## src/rtl/elevator_pkg.sv

```systemverilog
// rtl/elevator_pkg.sv - shared types and SCAN helpers for the N-floor elevator controller
package elevator_pkg;

    // Widest floor vector the helpers accept; narrower vectors are zero-extended.
    localparam int MAX_FLOORS = 16;

    typedef logic [MAX_FLOORS-1:0] floor_vec_t;

    typedef enum logic [1:0] {
        MOTOR_OFF  = 2'b00,
        MOTOR_UP   = 2'b10,
        MOTOR_DOWN = 2'b11
    } motor_e;

    typedef enum logic [1:0] {
        IDLE      = 2'b00,
        MOVING    = 2'b01,
        DOOR_OPEN = 2'b10
    } state_e;

    // floor is one-hot: floor - 1 sets every bit strictly below the car,
    // so floor | (floor - 1) is "at or below" and its complement is "above".
    function automatic logic any_above(input floor_vec_t req, input floor_vec_t floor);
        return |(req & ~(floor | (floor - floor_vec_t'(1))));
    endfunction

    function automatic logic any_below(input floor_vec_t req, input floor_vec_t floor);
        return |(req & (floor - floor_vec_t'(1)));
    endfunction

endpackage

```

## src/rtl/elevator_ctrl_n_if.sv

```systemverilog
// rtl/elevator_ctrl_n_if.sv - button inputs and car status outputs of the elevator controller
// Signals:
//   inDoorButtons / outDoorButtons : in-car and hall call buttons, level, bit 0 = ground
//   motor                          : 00 off, 10 up, 11 down
//   doorState                      : 1 = door open
//   currentFloor                   : one-hot car position
//   pendingRequests                : latched, unserved calls
//   dirUp                          : SCAN direction, 1 = up
// master drives the buttons (panel / bench), slave is the controller.
interface elevator_ctrl_n_if #(
    parameter int NUM_FLOORS = 4
);
    logic [NUM_FLOORS-1:0] inDoorButtons;
    logic [NUM_FLOORS-1:0] outDoorButtons;
    logic [1:0]            motor;
    logic                  doorState;
    logic [NUM_FLOORS-1:0] currentFloor;
    logic [NUM_FLOORS-1:0] pendingRequests;
    logic                  dirUp;

    modport master (
        output inDoorButtons,
        output outDoorButtons,
        input  motor,
        input  doorState,
        input  currentFloor,
        input  pendingRequests,
        input  dirUp
    );

    modport slave (
        input  inDoorButtons,
        input  outDoorButtons,
        output motor,
        output doorState,
        output currentFloor,
        output pendingRequests,
        output dirUp
    );
endinterface

```

## src/rtl/elevator_cycle_timer.sv

```systemverilog
// rtl/elevator_cycle_timer.sv - loadable down-counter with zero flag for travel and door dwell
// Ports:
//   CLK, RST   : clock, synchronous active-high reset (count -> 0)
//   load       : strobe, count takes load_value next cycle
//   load_value : value loaded on the strobe
//   zero       : count is 0 (counter holds at 0 until reloaded)
module elevator_cycle_timer #(
    parameter int WIDTH = 2
) (
    input  logic             CLK,
    input  logic             RST,
    input  logic             load,
    input  logic [WIDTH-1:0] load_value,
    output logic             zero
);
    logic [WIDTH-1:0] count_q;
    logic [WIDTH-1:0] count_d;

    always_comb begin
        count_d = count_q;
        if (load) begin
            count_d = load_value;
        end else if (count_q != '0) begin
            count_d = count_q - WIDTH'(1);
        end
    end

    always_ff @(posedge CLK) begin
        if (RST) begin
            count_q <= '0;
        end else begin
            count_q <= count_d;
        end
    end

    assign zero = (count_q == '0);

endmodule

```

## src/rtl/elevator_ctrl_n.sv

```systemverilog
// rtl/elevator_ctrl_n.sv - parametrised N-floor SCAN elevator controller
// Ports:
//   CLK, RST : clock, synchronous active-high reset
//   bus      : elevator_ctrl_n_if.slave (buttons in; motor, door, floor, pending, direction out)
// Parameters:
//   NUM_FLOORS    : floors served (2..16), bit 0 = ground
//   TRAVEL_CYCLES : cycles per floor-to-floor hop (>=1)
//   DOOR_CYCLES   : door dwell after a stop (>=1)
module elevator_ctrl_n
    import elevator_pkg::*;
#(
    parameter int NUM_FLOORS    = 4,
    parameter int TRAVEL_CYCLES = 2,
    parameter int DOOR_CYCLES   = 3
) (
    input  logic             CLK,
    input  logic             RST,
    elevator_ctrl_n_if.slave bus
);
    localparam int MAX_CYCLES = (TRAVEL_CYCLES > DOOR_CYCLES) ? TRAVEL_CYCLES : DOOR_CYCLES;
    localparam int CNT_W      = (MAX_CYCLES > 1) ? $clog2(MAX_CYCLES) : 1;

    localparam logic [CNT_W-1:0]      TRAVEL_LOAD = CNT_W'(TRAVEL_CYCLES - 1);
    localparam logic [CNT_W-1:0]      DOOR_LOAD   = CNT_W'(DOOR_CYCLES - 1);
    localparam logic [NUM_FLOORS-1:0] GROUND      = NUM_FLOORS'(1);

    state_e                state_q,  state_d;
    motor_e                motor_q,  motor_d;
    logic                  door_q,   door_d;
    logic                  dir_up_q, dir_up_d;
    logic [NUM_FLOORS-1:0] floor_q,  floor_d;
    logic [NUM_FLOORS-1:0] req_q,    req_d;

    logic                  tmr_load;
    logic [CNT_W-1:0]      tmr_load_value;
    logic                  tmr_zero;

    logic [NUM_FLOORS-1:0] press;
    logic [NUM_FLOORS-1:0] arrive_floor;
    logic [NUM_FLOORS-1:0] eval_floor;
    logic [NUM_FLOORS-1:0] eval_req;
    logic                  req_here;
    logic                  req_above;
    logic                  req_below;
    logic                  seek_move;
    logic                  seek_up;

    // One timer serves both travel and door dwell; the state says which it is timing.
    elevator_cycle_timer #(
        .WIDTH (CNT_W)
    ) u_timer (
        .CLK        (CLK),
        .RST        (RST),
        .load       (tmr_load),
        .load_value (tmr_load_value),
        .zero       (tmr_zero)
    );

    assign press = bus.inDoorButtons | bus.outDoorButtons;

    // Floor reached when the current hop completes; guarded so the one-hot
    // position can never shift off either end of the shaft.
    always_comb begin
        arrive_floor = floor_q;
        if (dir_up_q && !floor_q[NUM_FLOORS-1]) begin
            arrive_floor = floor_q << 1;
        end else if (!dir_up_q && !floor_q[0]) begin
            arrive_floor = floor_q >> 1;
        end
    end

    // The SCAN decision is the same in every state; only the floor it is made
    // from (arrival floor while moving) and whether the current floor still
    // counts (already served while the door is open) differ.
    always_comb begin
        eval_floor = floor_q;
        eval_req   = req_q;
        case (state_q)
            MOVING:    eval_floor = arrive_floor;
            DOOR_OPEN: eval_req   = req_q & ~floor_q;
            default:   ;
        endcase
    end

    assign req_here  = |(eval_req & eval_floor);
    assign req_above = any_above(floor_vec_t'(eval_req), floor_vec_t'(eval_floor));
    assign req_below = any_below(floor_vec_t'(eval_req), floor_vec_t'(eval_floor));
    assign seek_move = req_above | req_below;
    // Requests on both sides: keep going the way we were going.
    assign seek_up   = (req_above && req_below) ? dir_up_q : req_above;

    always_comb begin
        state_d        = state_q;
        motor_d        = motor_q;
        door_d         = door_q;
        dir_up_d       = dir_up_q;
        floor_d        = floor_q;
        req_d          = req_q | press;
        tmr_load       = 1'b0;
        tmr_load_value = TRAVEL_LOAD;

        case (state_q)
            IDLE: begin
                if (req_here) begin
                    state_d        = DOOR_OPEN;
                    door_d         = 1'b1;
                    motor_d        = MOTOR_OFF;
                    tmr_load       = 1'b1;
                    tmr_load_value = DOOR_LOAD;
                end else if (seek_move) begin
                    state_d  = MOVING;
                    dir_up_d = seek_up;
                    motor_d  = seek_up ? MOTOR_UP : MOTOR_DOWN;
                    tmr_load = 1'b1;
                end
            end

            MOVING: begin
                if (tmr_zero) begin
                    floor_d = arrive_floor;
                    if (req_here) begin
                        state_d        = DOOR_OPEN;
                        door_d         = 1'b1;
                        motor_d        = MOTOR_OFF;
                        tmr_load       = 1'b1;
                        tmr_load_value = DOOR_LOAD;
                    end else if (seek_move) begin
                        // Continue, or reverse without an intermediate off cycle.
                        dir_up_d = seek_up;
                        motor_d  = seek_up ? MOTOR_UP : MOTOR_DOWN;
                        tmr_load = 1'b1;
                    end else begin
                        state_d = IDLE;
                        motor_d = MOTOR_OFF;
                    end
                end
            end

            DOOR_OPEN: begin
                // The floor being served is cleared every cycle, so a call at
                // this floor only extends the dwell and never becomes pending.
                req_d = (req_q | press) & ~floor_q;
                if (|(press & floor_q)) begin
                    tmr_load       = 1'b1;
                    tmr_load_value = DOOR_LOAD;
                end else if (tmr_zero) begin
                    door_d = 1'b0;
                    if (seek_move) begin
                        state_d  = MOVING;
                        dir_up_d = seek_up;
                        motor_d  = seek_up ? MOTOR_UP : MOTOR_DOWN;
                        tmr_load = 1'b1;
                    end else begin
                        state_d = IDLE;
                    end
                end
            end

            default: begin
                state_d = IDLE;
                motor_d = MOTOR_OFF;
                door_d  = 1'b0;
            end
        endcase

        // Nothing lies beyond either end of the shaft, so pin the direction there.
        if (floor_d[NUM_FLOORS-1]) begin
            dir_up_d = 1'b0;
        end else if (floor_d[0]) begin
            dir_up_d = 1'b1;
        end
    end

    always_ff @(posedge CLK) begin
        if (RST) begin
            state_q  <= IDLE;
            motor_q  <= MOTOR_OFF;
            door_q   <= 1'b0;
            dir_up_q <= 1'b1;
            floor_q  <= GROUND;
            req_q    <= '0;
        end else begin
            state_q  <= state_d;
            motor_q  <= motor_d;
            door_q   <= door_d;
            dir_up_q <= dir_up_d;
            floor_q  <= floor_d;
            req_q    <= req_d;
        end
    end

    assign bus.motor           = motor_q;
    assign bus.doorState       = door_q;
    assign bus.currentFloor    = floor_q;
    assign bus.pendingRequests = req_q;
    assign bus.dirUp           = dir_up_q;

endmodule

```

## src/flat_wrapper.sv

```systemverilog
// flat-port wrapper written by rule: the top's interface ports become plain ports
module elevator_ctrl_n_flat import elevator_pkg::*;
#(
    parameter int NUM_FLOORS    = 4,
    parameter int TRAVEL_CYCLES = 2,
    parameter int DOOR_CYCLES   = 3
)
  (CLK, RST, bus_inDoorButtons, bus_outDoorButtons, bus_motor, bus_doorState, bus_currentFloor, bus_pendingRequests, bus_dirUp);
  elevator_ctrl_n_if #(.NUM_FLOORS(NUM_FLOORS)) bus_i ();
  input  logic CLK;
  input  logic RST;
  input wire logic [$bits(bus_i.inDoorButtons)-1:0] bus_inDoorButtons;
  input wire logic [$bits(bus_i.outDoorButtons)-1:0] bus_outDoorButtons;
  output wire logic [$bits(bus_i.motor)-1:0] bus_motor;
  output wire logic [$bits(bus_i.doorState)-1:0] bus_doorState;
  output wire logic [$bits(bus_i.currentFloor)-1:0] bus_currentFloor;
  output wire logic [$bits(bus_i.pendingRequests)-1:0] bus_pendingRequests;
  output wire logic [$bits(bus_i.dirUp)-1:0] bus_dirUp;
  assign bus_i.inDoorButtons = bus_inDoorButtons;
  assign bus_i.outDoorButtons = bus_outDoorButtons;
  assign bus_motor = bus_i.motor;
  assign bus_doorState = bus_i.doorState;
  assign bus_currentFloor = bus_i.currentFloor;
  assign bus_pendingRequests = bus_i.pendingRequests;
  assign bus_dirUp = bus_i.dirUp;
  elevator_ctrl_n #(.NUM_FLOORS(NUM_FLOORS), .TRAVEL_CYCLES(TRAVEL_CYCLES), .DOOR_CYCLES(DOOR_CYCLES)) u_core (.CLK(CLK), .RST(RST), .bus(bus_i));
endmodule
```

## config.mk

```make
export PLATFORM = sky130hd
export DESIGN_NAME = elevator_ctrl_n_flat
export DESIGN_NICKNAME = d
export VERILOG_FILES = /design/src/rtl/elevator_pkg.sv /design/src/rtl/elevator_ctrl_n_if.sv /design/src/rtl/elevator_cycle_timer.sv /design/src/rtl/elevator_ctrl_n.sv /design/src/flat_wrapper.sv
export SDC_FILE = /design/constraint.sdc
export NUM_CORES = 1
export LEC_CHECK = 0
export BUFFER_PORTS_ARGS = -buffer_cell sky130_fd_sc_hd__buf_2
export CAP_MARGIN = 10
export CORE_MARGIN = 3
export CORE_UTILIZATION = 50
export CTS_BUF_LIST = sky130_fd_sc_hd__clkbuf_8 sky130_fd_sc_hd__clkbuf_16
export DETAILED_ROUTE_END_ITERATION = 10
export MAX_ROUTING_LAYER = met4
export PLACE_DENSITY = 0.82
export SLEW_MARGIN = 20
export SYNTH_ARGS = -nofsm -noshare
export SYNTH_HDL_FRONTEND = slang
export SYNTH_SLANG_ARGS = --single-unit
```

## constraint.sdc

```tcl
create_clock -name CLK -period 8.3 [get_ports CLK]
set_input_delay 0.83 -clock CLK [delete_from_list [all_inputs] [get_ports CLK]]
set_output_delay 0.83 -clock CLK [all_outputs]
set_load 0.01 [all_outputs]
```

==> metrics <==
crit share post-route=40.2%; crit-path max FO=20; Critical Path RT=around 8.5 ns; cell area after synthesis=roughly 0.0013 mm^2; post-route setup slack=4.96 ns; TritonCTS clock tree=yes; Site Rows=17; GRT overflow=0; clock sink count=16; Static Leak=0.545 nW; top_reg_cell synth=dfxtp_1; gr usage total=21.9%; die width=between 50 and 60 um; CTS Buf Count=3; multi-input logic area=850 um^2; post-synth cell types=47; vias per inst=6.35; top cell type's share of synthesized area=25.6%; Fin. Hold Viols=0; Residual DRC=0; Setup Viol. Count Final=0; first-pass GRT wire length=5350 um; Net count, final=190; initial core utilization=54.5%; crit path DAT=around 3.5 ns; IO Pins=22; Final Util=around three fifths; # Max-Cap Violations=0; Hold Crit Class=reg2reg; Ant. Diodes=0; Hold Buf Count CTS=0; TNS Setup=0 ns; area leader, netlist=dfxtp_1; latest clock arrival within the worst-skew pair=0.26 ns; initial DRC count=57; H-tree depth=1; Syn Area/Cell=7.68 um^2; Post-DRT Antenna Nets=0; status=complete, no violations; post-synthesis sequential element count=16; Syn. warnings=0; crit path kind=reg2reg; post-CTS sizing=0; port bufs=21; Layout area overhead=11.7%; proportion of layout cells with a drive suffix above 1=17.0%; fillers=209; RePlAce Congestion=0.924; EDFF count, synth=0; Post-CTS Setup Repair Bufs=0; die height=between 50 and 60 um; Max clock buf depth=2; Power Total=461 uW; Root Buffer=clkbuf_8; CORE AREA=0.00230 mm^2; vias in the first global route=1190; fraction of registers with async set/reset=0%; Max VDD drop=237 uV; RSZ-0062 raised after global routing=no; sequential fraction of the synthesis area=roughly 26%; Avg WL per Cell=16.1 um; largest net degree at the start of global routing=24; Post-Syn Nets=176; initial antenna violation count=0; die area=roughly 0.0031 mm^2; first-pass iteration count of the detailed router=4; Reg area=approximately 320 um^2; Pwr Density=330 mW/mm^2; Slew HR=between 50% and 60%; Cells after Synth=~160; max-slew violations=0; Setup WS pre-CTS=between 5 and 6 ns; clk_skew=0.000405 ns; CP startpoint kind=flip-flop; Post-Route WL=3280 um; cells taking the most area after synthesis=dfxtp_1 26%, a21oi_1 6.4%, o21ai_0 6.0%, nand2_1 3.9%, nor2b_1 3.5%; HPWL Detailed=approximately 2300 um; Worst-Margin Slew=0.677 ns; f_max=~300 MHz; Reg clk slew, reported paths=approximately 0.060 ns; min Tclk post-route=3.34 ns; via count of the routed design=1295; Worst setup EP type=flip-flop
==> area by class of cell <==
type | instances | area share, %
repair buffers | 21 | 7.51
clock buffers | 4 | 3.94
flip-flops and latches | 16 | 22.9
well taps | 28 | 2.50
multi-input cells | 126 | 60.7
inverters | 9 | 2.42
==> final timing paths <==
path / start / endpoint / slack (ns) / cells past startpoint
worst min-delay path: u_core.bus.motor[1] / u_core.bus.motor[1] / 0.50 / 2
worst min register to register: u_core.bus.motor[1] / u_core.bus.motor[1] / 0.50 / 2
worst max register to register: u_core.state_q[0] / u_core.bus.dirUp / 4.96 / 11
worst max-delay path: u_core.state_q[0] / u_core.bus.dirUp / 4.96 / 11
==> routing by layer <==
layer,vias to the layer above,wire length [um],GRT usage (%)
li1,628,-,-
met1,609,1470,27.3
met2,53,1520,33.7
met3,5,245,4.18
met4,0,47,10.5
met5,-,0,-
==> cell usage after synthesis, types with 3 or more instances <==
library cell,count
dfxtp_1,16
nor2b_1,7
o311a_1,3
nand2b_1,5
buf_2,3
o21ai_0,15
ha_1,3
a21oi_1,16
nand2_1,13
and2_1,3
inv_1,9
nor2_1,9
clkbuf_1,8
mux2i_1,3
nand3b_1,4
a211oi_1,4
a31oi_1,3
a2111oi_0,3
==> placed cells by master (no fill, tap or decap), drive strengths merged, types with 2 or more instances in the layout <==
cell	netlist	layout
a2111oi	4	4
a21oi	16	16
o21ai	15	15
nor2	9	9
a31oi	3	3
buf	4	21
inv	9	9
dfxtp	16	16
and2	3	3
o311a	3	3
mux2i	3	3
nand2b	5	5
o22ai	2	2
a32o	2	2
nand3	2	2
clkbuf	8	4
nor3	2	2
a211oi	5	5
nand3b	4	4
nand2	13	13
nor2b	7	7
or3b	3	3
ha	3	3
and3	2	2
o211ai	2	2
==> worst max-delay path: stages, from the launching register on <==
cell and delay, ns:
dfxtp_1 0.66, or3b_4 0.48, mux2i_1 0.16, nand2_1 0.11
inv_1 0.10, nand3_1 0.08, ha_1 0.30, a32o_1 0.28
a2111oi_4 0.31, or3b_1 0.38, a311o_1 0.35, o21ai_0 0.06
==> registers in the layout, indices dropped and copies added, names as in the netlist <==
name	cells
u_core.bus.pendingRequests	4
u_core.u_timer.count_q	2
u_core.state_q	2
u_core.bus.currentFloor	4
u_core.bus.motor	2
u_core.bus.dirUp	1
u_core.bus.doorState	1
==> cells by family after synthesis <==
group,count (synthesis),synth area share (%)
xor gates and xnor gates,1,0.699
buffers and inverters,21,6.59
AOI/OAI and AO/OA,61,34.7
adders and majority gates,3,3.00
DFF,16,25.6
muxes,3,2.40
and+or+nand+nor,58,27.1
==> stage by stage <==
stage	area, um^2	cells	hold WS (ns)
floorplan	1250	163	0.527
global placement	1340	200	0.489
detailed placement	1340	200	0.489
CTS	1400	204	0.506
global route	1400	204	0.554
finish	1400	204	0.503
==> report_power, final <==
group          leakage (nW)  switching [mW]  internal [mW]
logic                 0.384           0.135          0.114
registers             0.132          0.0431         0.0984
clock network        0.0288          0.0287         0.0422
total                 0.545           0.207          0.255
No activity file was read; power rests on OpenSTA's default activity.
